===== src/rtl/dmem_arbiter.sv =====
// Arbitrates the single-port data memory between the CPU MEM stage and a debug/loader port.
// Optional `DMEM_ARB_STATS_EN adds saturating stall-cycle and debug-grant counters.
module dmem_arbiter #(
  parameter int unsigned ADDR_W   = 32,
  parameter int unsigned DATA_W   = 32,
  parameter int unsigned MAX_WAIT = 4
) (
  input  logic              clk_i,
  input  logic              rst_i,
  input  logic              start_i,
  input  logic              cpu_memread_i,
  input  logic              cpu_memwrite_i,
  input  logic [ADDR_W-1:0] cpu_addr_i,
  input  logic [DATA_W-1:0] cpu_wdata_i,
  output logic [DATA_W-1:0] cpu_rdata_o,
  output logic              cpu_stall_o,
  input  logic              dbg_valid_i,
  input  logic              dbg_we_i,
  input  logic [ADDR_W-1:0] dbg_addr_i,
  input  logic [DATA_W-1:0] dbg_wdata_i,
  output logic              dbg_ready_o,
  output logic              dbg_rvalid_o,
  output logic [DATA_W-1:0] dbg_rdata_o,
`ifdef DMEM_ARB_STATS_EN
  output logic [15:0]       cpu_stall_cnt_o,
  output logic [15:0]       dbg_grant_cnt_o,
`endif
  output logic              mem_en_o,
  output logic              mem_we_o,
  output logic [ADDR_W-1:0] mem_addr_o,
  output logic [DATA_W-1:0] mem_wdata_o,
  input  logic [DATA_W-1:0] mem_rdata_i
);

  localparam logic [1:0] StIdle  = 2'd0;
  localparam logic [1:0] StCpuRd = 2'd1;
  localparam logic [1:0] StDbgRd = 2'd2;

  localparam logic [7:0] MaxWait = 8'(MAX_WAIT);

  logic [1:0]        state_q, state_d;
  logic [7:0]        wait_cnt_q, wait_cnt_d;
  logic [DATA_W-1:0] cpu_rdata_q, dbg_rdata_q;

  logic cpu_req;
  logic dbg_win;

  assign cpu_req = start_i && (cpu_memread_i || cpu_memwrite_i);
  assign dbg_win = dbg_valid_i && (!cpu_req || (wait_cnt_q == MaxWait));

  // Outputs are forced quiet while reset is asserted so nothing issues in a reset cycle.
  always_comb begin
    state_d      = state_q;
    dbg_ready_o  = 1'b0;
    dbg_rvalid_o = 1'b0;
    cpu_stall_o  = 1'b0;
    mem_en_o     = 1'b0;
    mem_we_o     = 1'b0;
    mem_addr_o   = '0;
    mem_wdata_o  = '0;
    cpu_rdata_o  = cpu_rdata_q;
    dbg_rdata_o  = dbg_rdata_q;
    if (!rst_i) begin
      case (state_q)
        StIdle: begin
          if (dbg_win) begin
            dbg_ready_o = 1'b1;
            cpu_stall_o = cpu_req;
            mem_en_o    = 1'b1;
            mem_we_o    = dbg_we_i;
            mem_addr_o  = dbg_addr_i;
            mem_wdata_o = dbg_wdata_i;
            if (!dbg_we_i) state_d = StDbgRd;
          end else if (cpu_req) begin
            mem_en_o    = 1'b1;
            mem_we_o    = cpu_memwrite_i;
            mem_addr_o  = cpu_addr_i;
            mem_wdata_o = cpu_wdata_i;
            if (!cpu_memwrite_i) begin
              cpu_stall_o = 1'b1;
              state_d     = StCpuRd;
            end
          end
        end
        StCpuRd: begin
          cpu_rdata_o = mem_rdata_i;
          state_d     = StIdle;
        end
        StDbgRd: begin
          dbg_rvalid_o = 1'b1;
          dbg_rdata_o  = mem_rdata_i;
          cpu_stall_o  = cpu_req;
          state_d      = StIdle;
        end
        default: state_d = StIdle;
      endcase
    end
  end

  always_comb begin
    wait_cnt_d = wait_cnt_q;
    if (!dbg_valid_i || dbg_ready_o) begin
      wait_cnt_d = '0;
    end else if (wait_cnt_q < MaxWait) begin
      wait_cnt_d = wait_cnt_q + 8'd1;
    end
  end

  always_ff @(posedge clk_i) begin
    if (rst_i) begin
      state_q     <= StIdle;
      wait_cnt_q  <= '0;
      cpu_rdata_q <= '0;
      dbg_rdata_q <= '0;
    end else begin
      state_q     <= state_d;
      wait_cnt_q  <= wait_cnt_d;
      cpu_rdata_q <= cpu_rdata_o;
      dbg_rdata_q <= dbg_rdata_o;
    end
  end

`ifdef DMEM_ARB_STATS_EN
  logic [15:0] stall_cnt_q, grant_cnt_q;

  always_ff @(posedge clk_i) begin
    if (rst_i) begin
      stall_cnt_q <= '0;
      grant_cnt_q <= '0;
    end else begin
      if (cpu_stall_o && (stall_cnt_q != 16'hffff)) stall_cnt_q <= stall_cnt_q + 16'd1;
      if (dbg_valid_i && dbg_ready_o && (grant_cnt_q != 16'hffff)) begin
        grant_cnt_q <= grant_cnt_q + 16'd1;
      end
    end
  end

  assign cpu_stall_cnt_o = stall_cnt_q;
  assign dbg_grant_cnt_o = grant_cnt_q;
`endif

endmodule


===== config.mk =====
export PLATFORM = sky130hd
export DESIGN_NAME = dmem_arbiter
export DESIGN_NICKNAME = d
export VERILOG_FILES = /design/src/rtl/dmem_arbiter.sv
export SDC_FILE = /design/constraint.sdc
export NUM_CORES = 1
export LEC_CHECK = 0
export BUFFER_PORTS_ARGS = -buffer_cell sky130_fd_sc_hd__buf_2
export CAP_MARGIN = 20
export CELL_PAD_IN_SITES_DETAIL_PLACEMENT = 2
export CELL_PAD_IN_SITES_GLOBAL_PLACEMENT = 2
export CORE_UTILIZATION = 21
export CTS_CLUSTER_DIAMETER = 150
export DETAILED_ROUTE_END_ITERATION = 10
export PLACE_DENSITY = 0.89
export REMOVE_ABC_BUFFERS = 1
export SETUP_SLACK_MARGIN = 0.1
export SYNTH_ARGS = -nofsm -noshare
export SYNTH_HDL_FRONTEND = slang
export SYNTH_SLANG_ARGS = --single-unit

===== constraint.sdc =====
create_clock -name clk_i -period 1.9 [get_ports clk_i]
set_input_delay 0.095 -clock clk_i [delete_from_list [all_inputs] [get_ports clk_i]]
set_output_delay 0.095 -clock clk_i [all_outputs]
set_load 0.005 [all_outputs]

==> Yosys cells after proc, flatten, opt, wreduce, memory -nomap -nowiden <==
Index checks and enable logic that the tools add are counted.
W data, S select, Z words.
{ "totals": {"reg_bits": 74, "in_bits": 167, "output_inout_bits": 133, "wordCells": 58} }
{ "classes": {"add_sub_neg": 1, "n_lt_le_gt_ge": 1, "eq_ne": 5, "n_mux": 34, "n_bitwise": 1, "n_reduce_logical": 12} }
{ "ops": {"columns": ["operator", "count"], "rows": [
  ["$mux W32", 12],
  ["$mux W1", 17],
  ["$add A8 B1 Y8 const B", 1],
  ["$eq A8 B3 Y1 const B", 1],
  ["$lt A8 B3 Y1 const B", 1],
  ["$mux W2", 4],
  ["$reduce_or A2 Y1", 2],
  ["$logic_or A1 B1 Y1", 3],
  ["$reduce_and A3 Y1", 1],
  ["$eq A2 B1 Y1 const B", 1],
  ["$eq A2 B2 Y1 const B", 1],
  ["$logic_and A1 B1 Y1", 2],
  ["$logic_not A1 Y1", 2],
  ["$logic_not A2 Y1", 1],
  ["$ne A2 B1 Y1 const B", 1],
  ["$ne A2 B2 Y1 const B", 1],
  ["$pmux W1 S2", 1],
  ["$reduce_bool A2 Y1", 1],
  ["$not A1 Y1", 1]
]} }

==> Logic depth before layout (Yosys ltp) <==
Gate-level depths: netlist of the first run.
{ "logic_depth": {"word_depth": 10, "mapped_depth": 8, "depth_no_buf": 6} }

==> Worst setup path after synthesis of the first run <==
Ideal clock, no wire load.
{ "synth_timing": {"kind": "reg-to-output", "startpoint": "register wait_cnt_q[7]", "endpoint": "output mem_addr_o[22]", "arrival_ns": 1.616, "required_time_ns": 1.805, "slack_ns": 0.189, "stages_incl_launch_ff": 7, "path_buffers": 2, "cell_sequence": "dfxtp_1 > or3_4 > o31ai_4 > a21oi_2 > buf_6 > buf_6 > a22o_2"} }
{ "synth_via": {"elab_chain_len": 6} }
{ "synth_lines": {"columns": ["element", "line", "rtl"], "rows": [
  ["start, declared", "42", "logic [7:0] wait_cnt_q, wait_cnt_d;"],
  ["start signal, assigned", "117", "wait_cnt_q <= wait_cnt_d;"],
  ["$eq A8 B3 Y1", "49", "assign dbg_win = dbg_valid_i && (!cpu_req || (wait_cnt_q == MaxWait));"],
  ["$logic_or A1 B1 Y1", "49", null],
  ["$logic_and A1 B1 Y1", "49", null],
  ["$mux W32", "66", "if (dbg_win) begin"],
  ["$mux W32", "64", "case (state_q)"],
  ["$mux W32", "63", "if (!rst_i) begin"],
  ["end, declared", "30", "output logic [ADDR_W-1:0] mem_addr_o,"]
]} }
No other way between the ends.

==> Worst setup path after layout of the first run <==
{ "layout_timing": {"startpoint": "register wait_cnt_q[3]", "endpoint": "output mem_addr_o[28]"} }
The elaborated chain is that of the path after synthesis.

==> results of run 1 <==
## metrics by stage
stage          area [µm²]  total power (µW)  TNS [ns]  utilization
3_5_place_dp         6020              2590     -5.16        0.318
6_report             8010              4660    -27.09        0.422
2_1_floorplan        3870              1980   -108.06            -
3_3_place_gp         6020              2560     -2.16        0.318
4_1_cts              7480              4570    -27.88        0.394
5_1_grt              8000              4860    -36.82        0.422
## flip-flops by register name (all words and copies together) (netlist names)
register / count
cpu_rdata_q: 32
dbg_rdata_q: 32
state_q: 2
wait_cnt_q: 8
## power groups by stage
stage | logic, µW | clock network (µW) | registers, µW
detailed placement | 936 | 0 | 1650
CTS | 1200 | 1740 | 1620
floorplan | 335 | 0 | 1650
finish | 1340 | 1690 | 1620
global placement | 911 | 0 | 1650
global route | 1410 | 1820 | 1630
## cells in the mapped netlist, types with 3 or more instances
| cell type | number | share of area |
|---|---|---|
| nand2_1 | 133 | 0.12 |
| dfxtp_1 | 74 | 0.36 |
| a21oi_1 | 66 | 0.080 |
| inv_1 | 4 | 0.0036 |
| clkbuf_1 | 20 | 0.018 |
| buf_2 | 7 | 0.0085 |
| nor2b_1 | 5 | 0.0076 |
| buf_6 | 11 | 0.030 |
| nor2_1 | 5 | 0.0046 |
| mux2_2 | 64 | 0.17 |
| buf_1 | 3 | 0.0027 |
| a22o_1 | 63 | 0.13 |
| and2_1 | 6 | 0.0091 |
## logic make-up after synthesis
family | share of synthesized area
XOR/XNOR | 0.00212
flip-flops | 0.359
adder cells (fa/ha/maj) | 0.00607
buffers and inverters | 0.0649
multiplexers | 0.177
AO/OA/AOI/OAI | 0.230
AND/OR/NAND/NOR | 0.161
## layout make-up
class                      count  area [µm²]
inverter                       4        20.0
timing repair buffer         382        3140
tap                          260         325
antenna                        2        5.00
sequential                    74        1490
multi-input combinational    365        2740
fill                        2068       10900
clock inverter                 5        56.3
clock buffer                  10         229
## routing by layer
layer  GRT usage  vias to the layer above  wire (µm)
met3      0.0713                       67       1730
met4      0.0849                        8        979
li1            -                     2418          -
met2       0.483                      228      14400
met1       0.242                     2599       9400
met5           0                        -         55
## critical path, stage by stage, from the launching register on
cell and delay, ns:
dfxtp_2 0.32, or3_4 0.40, o31ai_4 0.21, buf_6 0.14, and3_4 0.24, buf_6 0.12
buf_12 0.12, buf_16 0.12, a22o_1 0.15, buf_2 0.14
## repair_timing
item | in CTS | in global routing
hold buffers | 2 | 0
hold endpoints to repair | 2 | 0
buffers inserted | 26 | 9
endpoints found under the setup margin | 131 | 141
resized for setup | 133 | 68
pin swaps | 31 | 25
cloned | 14 | 7
## final timing paths
kind                   start         endpoint  slack, ns  depth (start not counted)
max            wait_cnt_q[3]   mem_addr_o[28]      -0.48                          9
min reg2reg  cpu_rdata_q[31]  cpu_rdata_q[31]       0.45                          2
max reg2reg    wait_cnt_q[3]    wait_cnt_q[6]       0.13                          8
min          mem_rdata_i[31]  cpu_rdata_q[31]       0.03                          3
==> run_results.csv, run 1 <==
group,metric,value,unit
detailed_routing,drcViolationCount,0,
placement,hpwl,16900,µm
grt,grt_pass1_wl,35900,µm
layout,syn_to_final_growth,94.2,%
pwr,power.density,581,nW/µm²
synthesis,synth_seq_cells,74,
layout,fin_nets,1005,
timing,hold-worst-slack,0.0258,ns
detailed_routing,ant_nets,0,
grt,grt_use_total,0.246,
grt,grt_max_degree,42,
placement,place_inst,1030,
detailed_routing,drt-vias-per-instance,4.83,
outcome,status,"finished with violations",
clocking,clock_latency,0.34,ns
pwr,power.switching_fraction,0.281,
pwr,pwr-share-clk,0.363,
pwr,power_frac_seq,0.349,
floorplanning,start_util,0.218,
detailed_routing,dr_total_vias,5320,
placement,gp_congestion,0.799,
floorplanning,die_w,142,µm
placement,pre_cts_slack,-0.169,ns
setup_path,arrival,2.29,ns
synthesis,synth_cell_types,33,
setup_path,start_kind,"flop",
timing,fin_crit,2.38,ns
grt,grt_pass1_vias,5654,
clocking,htreeDepth,3,
layout,final_common_cell,"buf_2",
detailed_routing,detail_route.wl_per_cell,24.1,µm
timing,setup_viol,97,
timing,worst_slew_pin_slew,0.823,ns
timing,report.final.slew_viol_count,0,
timing,clock_skew,0.00599,ns
layout,drive_above_1_share,0.583,
min_path,hold_path_class,"in2reg",
detailed_routing,wl,26600,µm
synthesis,synthesis.area,4120,µm²
timing,hold_viol,0,
pwr,leakagePower,0.00371,µW
clocking,cts_root_buffer,"clkbuf_16",
setup_path,worstPathRequired,1.80,ns
job,max_cap_viol_count,0,
pwr,combinationalPowerShare,0.288,
floorplanning,num_rows,50,
clocking,cts.path.max_buffers,2,
synthesis,avgSynthCellArea,8.54,µm²
synthesis,ys.flop_type,"dfxtp_1",
setup_path,cp-end-kind,"primary output",
synthesis,synthArstFlopShare,0,
synthesis,synth_cells,483,
outcome,violations,"negative setup slack",
setup_path,critPathMaxFanout,5,
pwr,p_sw,1310,µW
floorplanning,fp.dieArea,20200,µm²
floorplanning,die_h,142,µm
synthesis,ys_seq_area_frac,0.359,
pwr,ir_drop,0.000324,V
layout,stdcell_count,1102,
synthesis,synth_edf_count,0,
grt,grt-ovfl-total,0,
placement,io_buffers,299,
floorplanning,ios,300,
timing,max_slew_margin,0.446,
timing,fin_crit_sh,1.25,
timing,rsz0062_at_grt,"yes",
timing,max_freq,420,MHz
floorplanning,core-area,19000,µm²
detailed_routing,drtPass1Iterations,4,
timing,fin_ws,-0.482,ns
detailed_routing,drt-initial-drc-count,181,
synthesis,yosysWarnings,0,
clocking,clk_pin_slew_worst_paths,0.06,ns
pwr,power.internal,3350,µW
clocking,clock_sinks,74,
clocking,cts_tree,"done",
setup_path,worstSetupPathType,"reg2out",
layout,final_cell_mix,"buf_2 (226), nand2_1 (131), buf_6 (91)",
grt,antenna_found_initial,10,
clocking,numCtsBuffers,9,
(Power assumes the default switching activity.)
==> inputs of run 2 (changes only) <==
--- a/config.mk
+++ b/config.mk
@@ -12,6 +12,7 @@
 export CORE_UTILIZATION = 21
 export CTS_CLUSTER_DIAMETER = 150
 export DETAILED_ROUTE_END_ITERATION = 10
+export HOLD_SLACK_MARGIN = 0.15
 export PLACE_DENSITY = 0.89
 export REMOVE_ABC_BUFFERS = 1
 export SETUP_SLACK_MARGIN = 0.1
==> run_results.csv, run 2 (same netlist as run 1, synthesis figures left out) <==
group,metric,value,unit
setup_path,cp-end-kind,"primary output",
pwr,ir_drop,0.000323,V
setup_path,worstSetupPathType,"reg2out",
layout,drive_above_1_share,0.563,
grt,grt_pass1_wl,37500,µm
clocking,cts.path.max_buffers,2,
placement,gp_congestion,0.799,
outcome,violations,"negative setup slack",
setup_path,r2r_slack,0.13,ns
timing,report.final.slew_viol_count,0,
grt,grt_pass1_vias,5890,
timing,rsz0062_at_grt,"yes",
min_path,hold_path_class,"in2reg",
setup_path,worstPathRequired,1.80,ns
setup_path,critPathMostFrequentCell,"buf_6",
pwr,leakagePower,0.00385,µW
setup_path,path_cells,"or3_4 -> o31ai_4 -> buf_6 -> and3_4 -> buf_6 -> buf_12 -> buf_16 -> a22o_1 -> buf_2",
clocking,numCtsBuffers,9,
detailed_routing,wl,28200,µm
detailed_routing,dr_total_vias,5510,
setup_path,critPathSlowestCell,"or3_4",
setup_path,cpLargestDelayFamily,"simple AND/OR/NAND/NOR gates",
layout,post-route-util,0.440,
timing,clock_skew,0.00908,ns
clocking,clock_latency,0.34,ns
layout,final_common_cell,"buf_2",
grt,grt_max_degree,42,
clocking,clock_sinks,74,
placement,place_inst,1030,
timing,max_freq,421,MHz
clocking,clk_pin_slew_worst_paths,0.06,ns
timing,tns,-27.89,ns
detailed_routing,drcViolationCount,0,
layout,syn_to_final_growth,102,%
detailed_routing,drt-vias-per-instance,4.84,
job,max_cap_viol_count,0,
timing,fin_ws,-0.477,ns
timing,fin_crit_sh,1.25,
setup_path,critPathMaxFanout,5,
detailed_routing,drtPass1Iterations,4,
setup_path,critPathBufInv,5,
clocking,cts_tree,"done",
layout,fin_nets,1039,
pwr,power.density,569,nW/µm²
layout,stdcell_count,1138,
layout,fill_cells,2056,
floorplanning,start_util,0.218,
timing,hold_viol,0,
layout,fin_area,8340,µm²
timing,fin_crit,2.38,ns
clocking,htreeDepth,3,
setup_path,cpPeakStageDelay,0.40,ns
floorplanning,die_h,142,µm
floorplanning,fp.dieArea,20200,µm²
timing,worst_slew_pin_slew,0.822,ns
detailed_routing,ant_nets,0,
floorplanning,core-area,19000,µm²
setup_path,arrival,2.28,ns
layout,largest_registers,"cpu_rdata_q x32, dbg_rdata_q x32, wait_cnt_q x8",
detailed_routing,detail_route.wl_per_cell,24.8,µm
placement,io_buffers,299,
placement,hpwl,16900,µm
grt,grt-ovfl-total,0,
placement,pre_cts_slack,-0.169,ns
clocking,cts_root_buffer,"clkbuf_16",
grt,grt_use_total,0.258,
layout,final_cell_mix,"buf_2 (226), nand2_1 (131), buf_6 (93)",
floorplanning,die_w,142,µm
detailed_routing,drt-initial-drc-count,197,
outcome,status,"finished with violations",
placement,placed_cell_area,6020,µm²
floorplanning,ios,300,
floorplanning,num_rows,50,
timing,setup_viol,113,
timing,max_slew_margin,0.447,
grt,antenna_found_initial,9,
setup_path,start_kind,"flop",
[run 2: cell types whose count changed in the layout (fill, tap and decap cells not counted)]
cell | previous run | this run
buf_12 | 11 | 10
diode_2 | 2 | 4
buf_4 | 32 | 33
dlygate4sd3_1 | 2 | 34
buf_6 | 91 | 93
[run 2: per-stage QoR]
stage | power [µW] | hold slack [ns]
2_1_floorplan | 1980 | 0.164
3_3_place_gp | 2560 | 0.280
3_5_place_dp | 2590 | 0.282
4_1_cts | 4620 | 0.378
5_1_grt | 4930 | 0.399
6_report | 4750 | 0.374
[run 2: final timing paths]
check / from / to / cells past startpoint
min: rst_i / cpu_rdata_q[13] / 3
max reg2reg: wait_cnt_q[3] / wait_cnt_q[6] / 8
min reg2reg: cpu_rdata_q[31] / cpu_rdata_q[31] / 2
max: wait_cnt_q[3] / mem_addr_o[28] / 9
[run 2: cell type report]
class                           count  area (µm²)  share of cell area
Antenna cell                        4        10.0             0.00120
Clock buffer                       10         229              0.0274
Clock inverter                      5        56.3             0.00675
Inverter                            4        20.0             0.00240
Multi-Input combinational cell    365        2740               0.328
Sequential cell                    74        1490               0.178
Tap cell                          260         325              0.0390
Timing Repair Buffer              416        3470               0.416
[run 2: what timing repair did]
| action | 4_1_cts | 5_1_grt |
|---|---|---|
| hold buffers | 34 | 0 |
| gates resized for setup | 133 | 70 |
| setup buffers | 26 | 11 |
| hold endpoints to repair | 66 | 0 |
| pin swaps | 31 | 23 |
| setup endpoints to repair | 131 | 141 |
| gates cloned | 14 | 7 |
[run 2: per-layer routing]
metal,part of all wire,GRT usage
met1,0.35,0.250
met2,0.55,0.510
met3,0.062,0.0717
met4,0.041,0.0990
met5,0.0015,0
[run 2: power breakdown]
part | switching (µW) | internal, µW
registers | 28.7 | 1600
logic | 625 | 784
clock network | 703 | 1010
[run 2: worst min-delay path, cell delays in order]
cell and delay [ns]:
buf_2 0.13, buf_4 0.28, a21oi_1 0.16
